--- config.mk ---
export PLATFORM = sky130hd
export DESIGN_NAME = adder_pipe
export DESIGN_NICKNAME = d
export VERILOG_FILES = /design/src/rtl/adder_pipe.sv
export SDC_FILE = /design/constraint.sdc
export NUM_CORES = 1
export LEC_CHECK = 0
export CORE_AREA = 3 3 119 167
export DETAILED_ROUTE_END_ITERATION = 8
export DIE_AREA = 0 0 122 170
export PLACE_DENSITY = 0.76
export SLEW_MARGIN = 20
export SYNTH_ARGS = -nofsm -noshare
export SYNTH_HDL_FRONTEND = slang
export SYNTH_SLANG_ARGS = --single-unit
--- constraint.sdc ---
create_clock -name cpu_clock_i -period 14.05 [get_ports cpu_clock_i]
set_input_delay 2.81 -clock cpu_clock_i [delete_from_list [all_inputs] [get_ports cpu_clock_i]]
set_output_delay 2.81 -clock cpu_clock_i [all_outputs]
set_load 0.01 [all_outputs]
--- src/rtl/adder_pipe.sv ---
// Two-stage pipelined integer adder: add/shNadd/sub, add.uw family, sext/zext,
// min/max and W-variants, with valid/ready backpressure, tag passthrough and flush.
module adder_pipe #(
    parameter int XLEN  = 32,
    parameter int TAG_W = 6
) (
    input  logic             cpu_clock_i,
    input  logic             cpu_reset_i,
    input  logic             flush_i,
    input  logic             in_valid_i,
    output logic             in_ready_o,
    input  logic [XLEN-1:0]  a_i,
    input  logic [XLEN-1:0]  b_i,
    input  logic [4:0]       op_i,
    input  logic             word_i,
    input  logic [TAG_W-1:0] tag_i,
    output logic             out_valid_o,
    input  logic             out_ready_i,
    output logic [XLEN-1:0]  result_o,
    output logic [TAG_W-1:0] tag_o
);

    localparam logic [XLEN-1:0] LO32_MASK = XLEN'(64'h0000_0000_FFFF_FFFF);

    // Stage 1 state
    logic             s1_valid_q, s1_valid_d;
    logic [XLEN-1:0]  s1_opa_q,   s1_opa_d;
    logic [XLEN-1:0]  s1_opb_q,   s1_opb_d;
    logic [XLEN-1:0]  s1_sum_q,   s1_sum_d;
    logic             s1_lt_q,    s1_lt_d;
    logic [4:0]       s1_op_q,    s1_op_d;
    logic             s1_word_q,  s1_word_d;
    logic [TAG_W-1:0] s1_tag_q,   s1_tag_d;

    // Stage 2 state
    logic             s2_valid_q,  s2_valid_d;
    logic [XLEN-1:0]  s2_result_q, s2_result_d;
    logic [TAG_W-1:0] s2_tag_q,    s2_tag_d;

    logic             advance;
    logic             accept;
    logic             move;

    always_comb begin
        advance    = !s2_valid_q || out_ready_i;
        in_ready_o = advance || !s1_valid_q;
        accept     = in_valid_i && in_ready_o && !flush_i;
        move       = advance && s1_valid_q;
    end

    // Operand preparation: only the arithmetic groups shift; only sub complements.
    logic [1:0]      ss_eff;
    logic            is_sub;
    logic            cmp_unsigned;
    logic [XLEN-1:0] a_src;
    logic [XLEN-1:0] a_sh;
    logic [XLEN-1:0] b_op;
    logic            lt;

    always_comb begin
        // NOTE: every comb output gets a default first so no path can infer a latch.
        ss_eff       = 2'd0;
        is_sub       = (op_i[4:2] == 3'b001);
        cmp_unsigned = op_i[0];
        a_src        = (op_i[4:2] == 3'b010) ? (a_i & LO32_MASK) : a_i;
        if (op_i[4:3] == 2'b00 || op_i[4:2] == 3'b010) begin
            ss_eff = op_i[1:0];
        end
        a_sh = a_src << ss_eff;
        b_op = is_sub ? ~b_i : b_i;
        // Less-than is the borrow of an XLEN+1 subtraction on sign/zero-extended operands.
        lt = 1'(({(!cmp_unsigned && a_i[XLEN-1]), a_i}
                - {(!cmp_unsigned && b_i[XLEN-1]), b_i}) >> XLEN);
    end

    always_comb begin
        s1_valid_d = s1_valid_q;
        s1_opa_d   = s1_opa_q;
        s1_opb_d   = s1_opb_q;
        s1_sum_d   = s1_sum_q;
        s1_lt_d    = s1_lt_q;
        s1_op_d    = s1_op_q;
        s1_word_d  = s1_word_q;
        s1_tag_d   = s1_tag_q;

        if (flush_i) begin
            s1_valid_d = 1'b0;
        end else if (accept) begin
            s1_valid_d = 1'b1;
        end else if (advance) begin
            s1_valid_d = 1'b0;
        end

        if (accept) begin
            s1_opa_d  = a_sh;
            s1_opb_d  = b_op;
            s1_sum_d  = a_sh + b_op + XLEN'(is_sub);
            s1_lt_d   = lt;
            s1_op_d   = op_i;
            s1_word_d = word_i;
            s1_tag_d  = tag_i;
        end
    end

    logic [XLEN-1:0] sel_result;

    always_comb begin
        sel_result = '0;
        casez (s1_op_q)
            5'b000??, 5'b001??, 5'b010??: sel_result = s1_sum_q;
            5'b01100:                     sel_result = XLEN'($signed(s1_opa_q[7:0]));
            5'b01101:                     sel_result = XLEN'($signed(s1_opa_q[15:0]));
            5'b01110:                     sel_result = XLEN'(s1_opa_q[15:0]);
            5'b10000, 5'b10001:           sel_result = s1_lt_q ? s1_opa_q : s1_opb_q;
            5'b10010, 5'b10011:           sel_result = s1_lt_q ? s1_opb_q : s1_opa_q;
            default:                      sel_result = '0;
        endcase
        // For XLEN=32 this sign-extension is an identity, so word_i is ignored there.
        if (s1_word_q) begin
            sel_result = XLEN'($signed(sel_result[31:0]));
        end
    end

    always_comb begin
        s2_valid_d  = s2_valid_q;
        s2_result_d = s2_result_q;
        s2_tag_d    = s2_tag_q;

        if (flush_i) begin
            s2_valid_d = 1'b0;
        end else if (advance) begin
            s2_valid_d = s1_valid_q;
        end

        if (move) begin
            s2_result_d = sel_result;
            s2_tag_d    = s1_tag_q;
        end
    end

    always_ff @(posedge cpu_clock_i) begin
        // NOTE: state updates use non-blocking assignments so every flop samples pre-edge values.
        if (cpu_reset_i) begin
            s1_valid_q  <= 1'b0;
            s1_opa_q    <= '0;
            s1_opb_q    <= '0;
            s1_sum_q    <= '0;
            s1_lt_q     <= 1'b0;
            s1_op_q     <= '0;
            s1_word_q   <= 1'b0;
            s1_tag_q    <= '0;
            s2_valid_q  <= 1'b0;
            s2_result_q <= '0;
            s2_tag_q    <= '0;
        end else begin
            s1_valid_q  <= s1_valid_d;
            s1_opa_q    <= s1_opa_d;
            s1_opb_q    <= s1_opb_d;
            s1_sum_q    <= s1_sum_d;
            s1_lt_q     <= s1_lt_d;
            s1_op_q     <= s1_op_d;
            s1_word_q   <= s1_word_d;
            s1_tag_q    <= s1_tag_d;
            s2_valid_q  <= s2_valid_d;
            s2_result_q <= s2_result_d;
            s2_tag_q    <= s2_tag_d;
        end
    end

    always_comb begin
        out_valid_o = s2_valid_q;
        result_o    = s2_result_q;
        tag_o       = s2_tag_q;
    end

endmodule

==> flow_summary.json, run 1 <==
{
  "fp.dieH_um": 170,
  "clockPowerShare_pct": 35.0,
  "critPathArrivalTime_ns": 8.05,
  "slowest_delay_ns": 0.58,
  "diodes": 0,
  "synthToLayoutAreaGrowth_pct": 18.78,
  "p_int_mw": 0.8272,
  "cap_violations": 0,
  "ctsHoldBuffers": 0,
  "seq_area_frac_synth_pct": 30.37,
  "period_minus_slack_ns": 7.733,
  "setup_ws_ns": 6.317,
  "postCtsSetupRepairBufs": 0,
  "drc": 0,
  "power_frac_comb_pct": 27.4,
  "placedCellCount": 1571,
  "clock-sinks": 148,
  "async_flop_share_pct": 0,
  "post-route-util_pct": 62.54,
  "htreeDepth": 4,
  "grt_max_degree": 95,
  "drtIter0Drc": 812,
  "synth_cells": 1276,
  "track_usage_pct": 24.25,
  "power_density_nw_per_um2": 105.5,
  "syn_area_per_cell_um2": 7.645,
  "cpMaxStageDelayCell": "a21oi_2",
  "path_common_cell": "a21oi_2",
  "syn-num-nets": 1417,
  "finalSetupViolations": 0,
  "grt_pass1_vias": 8458,
  "synthDominantCellAreaShare_pct": 30.37,
  "dieArea_um2": 20740,
  "coreArea_um2": 18530,
  "io-pin-count": 121,
  "switchingPower_mw": 0.3958,
  "cts_buffers": 17,
  "drv_slew": 0,
  "wirelength_mm": 25.24,
  "synth-edff-count": 0,
  "rows": 59,
  "crit_path_end_kind": "flop",
  "drtAntennaViolNets": 0,
  "ctsResizeCount": 0,
  "die-width_um": 122,
  "io_buffers": 119,
  "antenna_found_initial": 0,
  "synthDistinctLibCells": 80,
  "switching_share_pct": 32.36,
  "cp-start-kind": "primary input",
  "drive_gt1_share_pct": 5.813,
  "worst-path-buf-inv": 1,
  "synthesis.area_um2": 9756,
  "tightest_slew_ns": 1.037,
  "gp_congestion": 0.8906,
  "clkTransAtPathRegs_ns": 0.07,
  "synthTopCellsByArea": "dfxtp_1, a21oi_1, nand2_1, ha_1, mux2i_1",
  "rsz0062_at_grt": "false",
  "clock.fmax_mhz": 129.3,
  "clockRootBuffer": "clkbuf_16",
  "yosys_warnings": 0,
  "synthFlopType": "dfxtp_1",
  "start_util_pct": 52.65,
  "hold_viol_final": 0,
  "vias": 9125,
  "gr-total-overflow": 0,
  "firstDrtPassIters": 5,
  "worstPathMaxFanout": 26,
  "wl_per_cell_um": 15.74,
  "fillers": 1705,
  "clock_skew_ns": 0.01166,
  "leakagePower_nw": 4.630,
  "worst_ir_drop_vdd_uv": 88.23,
  "synth_top_cell_by_area": "dfxtp_1",
  "place_hpwl_mm": 18.64,
  "clk-insertion-delay-late_ns": 0.42,
  "cts_buffer_depth": 2,
  "critPathLaunch": "op_i[2]",
  "ys_ff_latch": 148,
  "cp_top_family": "compound AO/OA/AOI/OAI gates",
  "required_ns": 14.37,
  "hp-start": "s1_tag_q[2]$_SDFFE_PP0P_",
  "layout.cells.non_filler": 1603,
  "worst-setup-path-type": "primary input to flop",
  "maxSlewHeadroom_pct": 30.85,
  "viasPerCell": 5.692,
  "final_nets": 1487,
  "worstPathCellList": "clkdlybuf4s50_1 > a21oi_2 > and2_4 > mux2i_1 > mux2i_1 > ha_1 > o21ai_2 > a21oi_2 > o41a_1 > a21oi_2 > maj3_2 > o221ai_2 > a211oi_4 > o21ai_2 > a41o_1 > or4b_1 > a32o_1",
  "fin_tns_setup_ns": 0,
  "status": "finished, final reports clean",
  "power_frac_seq_pct": 37.5,
  "finalCritPeriodShare_pct": 55.04,
  "cts_tree": "done",
  "hold_class": "flop to flop",
  "grt_first_pass_wirelength_mm": 41.41,
  "r2r_start": "out_valid_o$_SDFFE_PP0P_",
  "pre_cts_ws_ns": 5.919
}
[layout by cell type (no fill, tap or decap), types with 6 or more instances in the layout]
cell type	netlist	layout
dfxtp_1	148	148
a22oi_1	19	19
a21boi_0	6	6
nand2b_1	8	8
mux2i_1	60	60
inv_1	58	58
nand3_1	11	11
a21oi_1	168	167
a21o_1	29	29
o2111ai_1	12	12
mux2_2	12	12
ha_1	59	59
buf_4	2	11
and2_1	6	6
nand4_1	9	9
a222oi_1	7	7
nand2_1	215	215
a31oi_1	9	9
and3_1	10	10
clkbuf_16	0	17
xnor2_1	56	56
xor2_1	9	8
clkdlybuf4s50_1	0	118
o21ai_0	37	37
a22o_1	9	9
nor2_1	129	129
a211oi_1	21	21
nor3_1	9	9
nor2b_1	6	6
[through the flow]
stage                     instance area, um^2  hold WS [ns]  power (mW)
after global placement                  11030        0.4366      0.7923
after detailed placement                11030        0.4438      0.7985
final                                   11590        0.4500       1.223
after floorplan                          9756        0.4315      0.7059
after CTS                               11590        0.4527       1.223
after global routing                    11590        0.4625       1.285
[worst paths after layout]
path                                             endpoint  slack [ns]  cells past startpoint
worst max-delay path            s1_sum_q[30]$_SDFFE_PP0P_        6.32                     17
worst min-delay path                tag_o[2]$_SDFFE_PP0P_        0.45                      2
worst max register to register  s1_sum_q[25]$_SDFFE_PP0P_       11.36                      8
worst min register to register      tag_o[2]$_SDFFE_PP0P_        0.45                      2
[state kept, by name, indices dropped and copies added, names as in the netlist]
signal / count
s1_tag_q: 6
s1_sum_q: 32
s1_opa_q: 32
s1_valid_q: 1
s1_lt_q: 1
out_valid_o: 1
s1_opb_q: 32
tag_o: 6
s1_op_q: 5
result_o: 32
[logic make-up after synthesis]
| family | Yosys count | synth area share, % |
|---|---|---|
| and+or+nand+nor | 423 | 18.29 |
| DFF | 148 | 30.37 |
| adders and majority gates | 61 | 7.888 |
| xor gates and xnor gates | 66 | 6.002 |
| AOI/OAI and AO/OA | 370 | 24.41 |
| buffers and inverters | 136 | 5.502 |
| muxes | 72 | 7.541 |
[tightest hold or removal path, cell delays in order (launching register included)]
cell and delay (ns):
dfxtp_1 0.31, nand2_1 0.05, a21oi_1 0.05
[synth_stat cells, types with 6 or more instances]
| cell | count |
|---|---|
| nand2_1 | 215 |
| nor2_1 | 129 |
| a21boi_0 | 6 |
| a22o_1 | 9 |
| dfxtp_1 | 148 |
| buf_1 | 9 |
| mux2_2 | 12 |
| nor3_1 | 9 |
| nand3_1 | 11 |
| a222oi_1 | 7 |
| a21oi_1 | 168 |
| mux2i_1 | 60 |
| a21o_1 | 29 |
| ha_1 | 59 |
| nor2b_1 | 6 |
| o21ai_0 | 37 |
| nand4_1 | 9 |
| nand2b_1 | 8 |
| xnor2_1 | 56 |
| o2111ai_1 | 12 |
| and3_1 | 10 |
| inv_1 | 58 |
| a22oi_1 | 19 |
| and2_1 | 6 |
| a31oi_1 | 9 |
| clkbuf_1 | 62 |
| a211oi_1 | 21 |
| xor2_1 | 9 |
[layout make-up]
cell class	instances	area (um^2)	share of cell area, %
Sequential cell	148	2963	25.57
Inverter	58	217.7	1.879
Clock inverter	11	93.84	0.8098
Multi-Input combinational cell	992	6284	54.23
Timing Repair Buffer	129	1264	10.91
Tap cell	244	305.3	2.635
Clock buffer	21	460.4	3.974
[power by group through the flow]
stage | sequential [mW] | clock [mW] | combinational, mW
3_3_place_gp | 0.467 | 0 | 0.325
4_1_cts | 0.459 | 0.431 | 0.333
5_1_grt | 0.462 | 0.450 | 0.373
2_1_floorplan | 0.464 | 0 | 0.242
3_5_place_dp | 0.468 | 0 | 0.330
6_report | 0.459 | 0.429 | 0.335
[metal layers]
layer  share of wire [%]  vias to the layer above  global-route usage (%)
li1                    -                     4616                       -
met1                  47                     4173                   34.44
met2                  46                      306                   38.84
met3                 6.0                       30                   3.025
met4                 1.4                        0                   6.728
met5                   0                        -                       0
Power figures use the tool's default switching activity.
==> inputs of run 2 (changes only) <==
==> constraint.sdc (replaced) <==
create_clock -name cpu_clock_i -period 7.9 [get_ports cpu_clock_i]
set_input_delay 1.58 -clock cpu_clock_i [delete_from_list [all_inputs] [get_ports cpu_clock_i]]
set_output_delay 1.58 -clock cpu_clock_i [all_outputs]
set_load 0.01 [all_outputs]
==> run 2 against run 1 <==
Compared with the run above:
- register-to-register slack worse by 6.1 ns
- via count is 0.96% higher
- flip-flop and latch count did not move
- critical path type unchanged
- non-clock buffer count increased by 3
- highest routed layer unchanged
- final cell count grew 0.19%
- combinational power is 80% higher
==> flow_summary.json, run 2 (synthesized netlist as in run 1, its figures left out) <==
{
  "power_frac_comb_pct": 27.2,
  "grt_max_degree": 95,
  "r2r_end": "s1_sum_q[25]$_SDFFE_PP0P_",
  "track_usage_pct": 24.62,
  "grt_first_pass_wirelength_mm": 41.94,
  "rsz0062_at_grt": "false",
  "dieArea_um2": 20740,
  "ctsHoldBuffers": 0,
  "switching_share_pct": 33.58,
  "viasPerCell": 5.737,
  "power_frac_seq_pct": 36.9,
  "ctsResizeCount": 0,
  "vias": 9213,
  "cts_buffers": 17,
  "power_density_nw_per_um2": 190.1,
  "clockRootBuffer": "clkbuf_16",
  "fp.dieH_um": 170,
  "fin_tns_setup_ns": 0,
  "rows": 59,
  "firstDrtPassIters": 5,
  "clock_skew_ns": 0.01007,
  "drtAntennaViolNets": 0,
  "layout_common_cells": "nand2_1, a21oi_1, dfxtp_1",
  "synthToLayoutAreaGrowth_pct": 19.26,
  "finalSetupViolations": 0,
  "maxSlewHeadroom_pct": 34.76,
  "layout_commonest_cell": "nand2_1",
  "wl_per_cell_um": 16.03,
  "hold_end": "tag_o[5]$_SDFFE_PP0P_",
  "die-width_um": 122,
  "rr_worst_depth": 6,
  "drive_gt1_share_pct": 6.167,
  "coreArea_um2": 18530,
  "layout.cells.non_filler": 1606,
  "io_buffers": 119,
  "cts_tree": "done",
  "clkTransAtPathRegs_ns": 0.07,
  "io-pin-count": 121,
  "hp-start": "s1_tag_q[5]$_SDFFE_PP0P_",
  "drtIter0Drc": 733,
  "switchingPower_mw": 0.7425,
  "clockPowerShare_pct": 35.8,
  "start_util_pct": 52.65,
  "diodes": 0,
  "whs_ns": 0.4520,
  "cp_top_family": "compound AO/OA/AOI/OAI gates",
  "cpMaxStageDelayCell": "clkdlybuf4s50_1",
  "worstPathCellList": "clkdlybuf4s50_1 > a21oi_2 > buf_4 > and2_4 > mux2i_1 > mux2i_1 > ha_1 > o21ai_2 > a21oi_2 > o41a_1 > a21oi_2 > maj3_2 > o221ai_2 > a211oi_4 > o21ai_2 > a41o_1 > or4b_1 > a32o_1",
  "status": "finished, final reports clean",
  "critPathArrivalTime_ns": 6.59,
  "cap_violations": 0,
  "hold_class": "flop to flop",
  "drv_slew": 0,
  "r2r_slack_ns": 5.23,
  "min_path_cells": 2,
  "r2r_start": "out_valid_o$_SDFFE_PP0P_",
  "clock-sinks": 148,
  "clk-insertion-delay-late_ns": 0.43,
  "postCtsSetupRepairBufs": 0,
  "worst_ir_drop_vdd_uv": 157.1,
  "cp-start-kind": "primary input",
  "htreeDepth": 4,
  "cts_buffer_depth": 2,
  "worst-setup-path-type": "primary input to flop",
  "p_int_mw": 1.469,
  "place_hpwl_mm": 19.13,
  "post-route-util_pct": 62.79,
  "required_ns": 8.23,
  "gp_congestion": 0.8852,
  "antenna_found_initial": 0,
  "slowest_delay_ns": 0.57,
  "worst-path-buf-inv": 2,
  "final_nets": 1490,
  "tightest_slew_ns": 0.9765,
  "worstPathMaxFanout": 26,
  "grt_pass1_vias": 8582,
  "crit_path_end_kind": "flop",
  "wirelength_mm": 25.74,
  "path_common_cell": "a21oi_2",
  "placedCellCount": 1573,
  "drc": 0,
  "clock.fmax_mhz": 159.8,
  "finalCritPeriodShare_pct": 79.23,
  "period_minus_slack_ns": 6.259,
  "leakagePower_nw": 4.654,
  "gr-total-overflow": 0,
  "hold_viol_final": 0
}
run 2: cell count changes in the layout (fill, tap and decap cells not counted), sizes merged:
cell and change:
inv +5, clkbuf -3, clkinv -3, buf +2, clkinvlp +2
run 2: cell type report:
type / instances / area [um^2]
clock buffers: 17 / 425.4
flip-flops and latches: 148 / 2963
inverters: 58 / 217.7
fillers: 1652 / 6894
repair buffers: 132 / 1284
clock inverters: 15 / 156.4
well taps: 244 / 305.3
multi-input cells: 992 / 6284
run 2: routing by layer:
metal	wire length, um	up-vias	share of wire [%]	global-route usage, %
li1	-	4626	-	-
met1	12100	4271	47	34.73
met2	11870	288	46	39.65
met3	1450	28	5.6	3.524
met4	321	0	1.2	6.290
met5	0	-	0	0
run 2: worst max path at each step:
stage / from / to / slack, ns / cells past startpoint
after floorplan: op_i[3] / s1_sum_q[30]$_SDFFE_PP0P_ / 1.60 / 19
after global placement: op_i[2] / s1_sum_q[30]$_SDFFE_PP0P_ / 1.33 / 18
after detailed placement: op_i[2] / s1_sum_q[30]$_SDFFE_PP0P_ / 1.29 / 18
after CTS: op_i[2] / s1_sum_q[30]$_SDFFE_PP0P_ / 1.69 / 18
after global routing: op_i[2] / s1_sum_q[30]$_SDFFE_PP0P_ / 1.43 / 18
final: op_i[2] / s1_sum_q[30]$_SDFFE_PP0P_ / 1.64 / 18
run 2: worst register-to-register path, stage by stage, from the launching register on:
cell and delay (ns):
dfxtp_1 0.31, nor2b_1 0.17, nand2_1 0.12, and3b_4 0.38
buf_4 0.76, nor2_1 0.40, a221o_1 0.43
run 2: power groups by stage:
stage / Combinational, mW / Sequential [mW] / Clock [mW]
6_report: 0.602 / 0.817 / 0.792
5_1_grt: 0.665 / 0.821 / 0.830
4_1_cts: 0.596 / 0.816 / 0.798
3_5_place_dp: 0.592 / 0.833 / 0
3_3_place_gp: 0.582 / 0.831 / 0
2_1_floorplan: 0.431 / 0.825 / 0
run 2: per-stage QoR:
step	setup slack, ns	area [um^2]	total power [mW]
floorplan	1.603	9756	1.256
global placement	1.328	11050	1.413
detailed placement	1.288	11050	1.425
CTS	1.692	11630	2.209
global route	1.433	11630	2.316
finish	1.641	11630	2.211
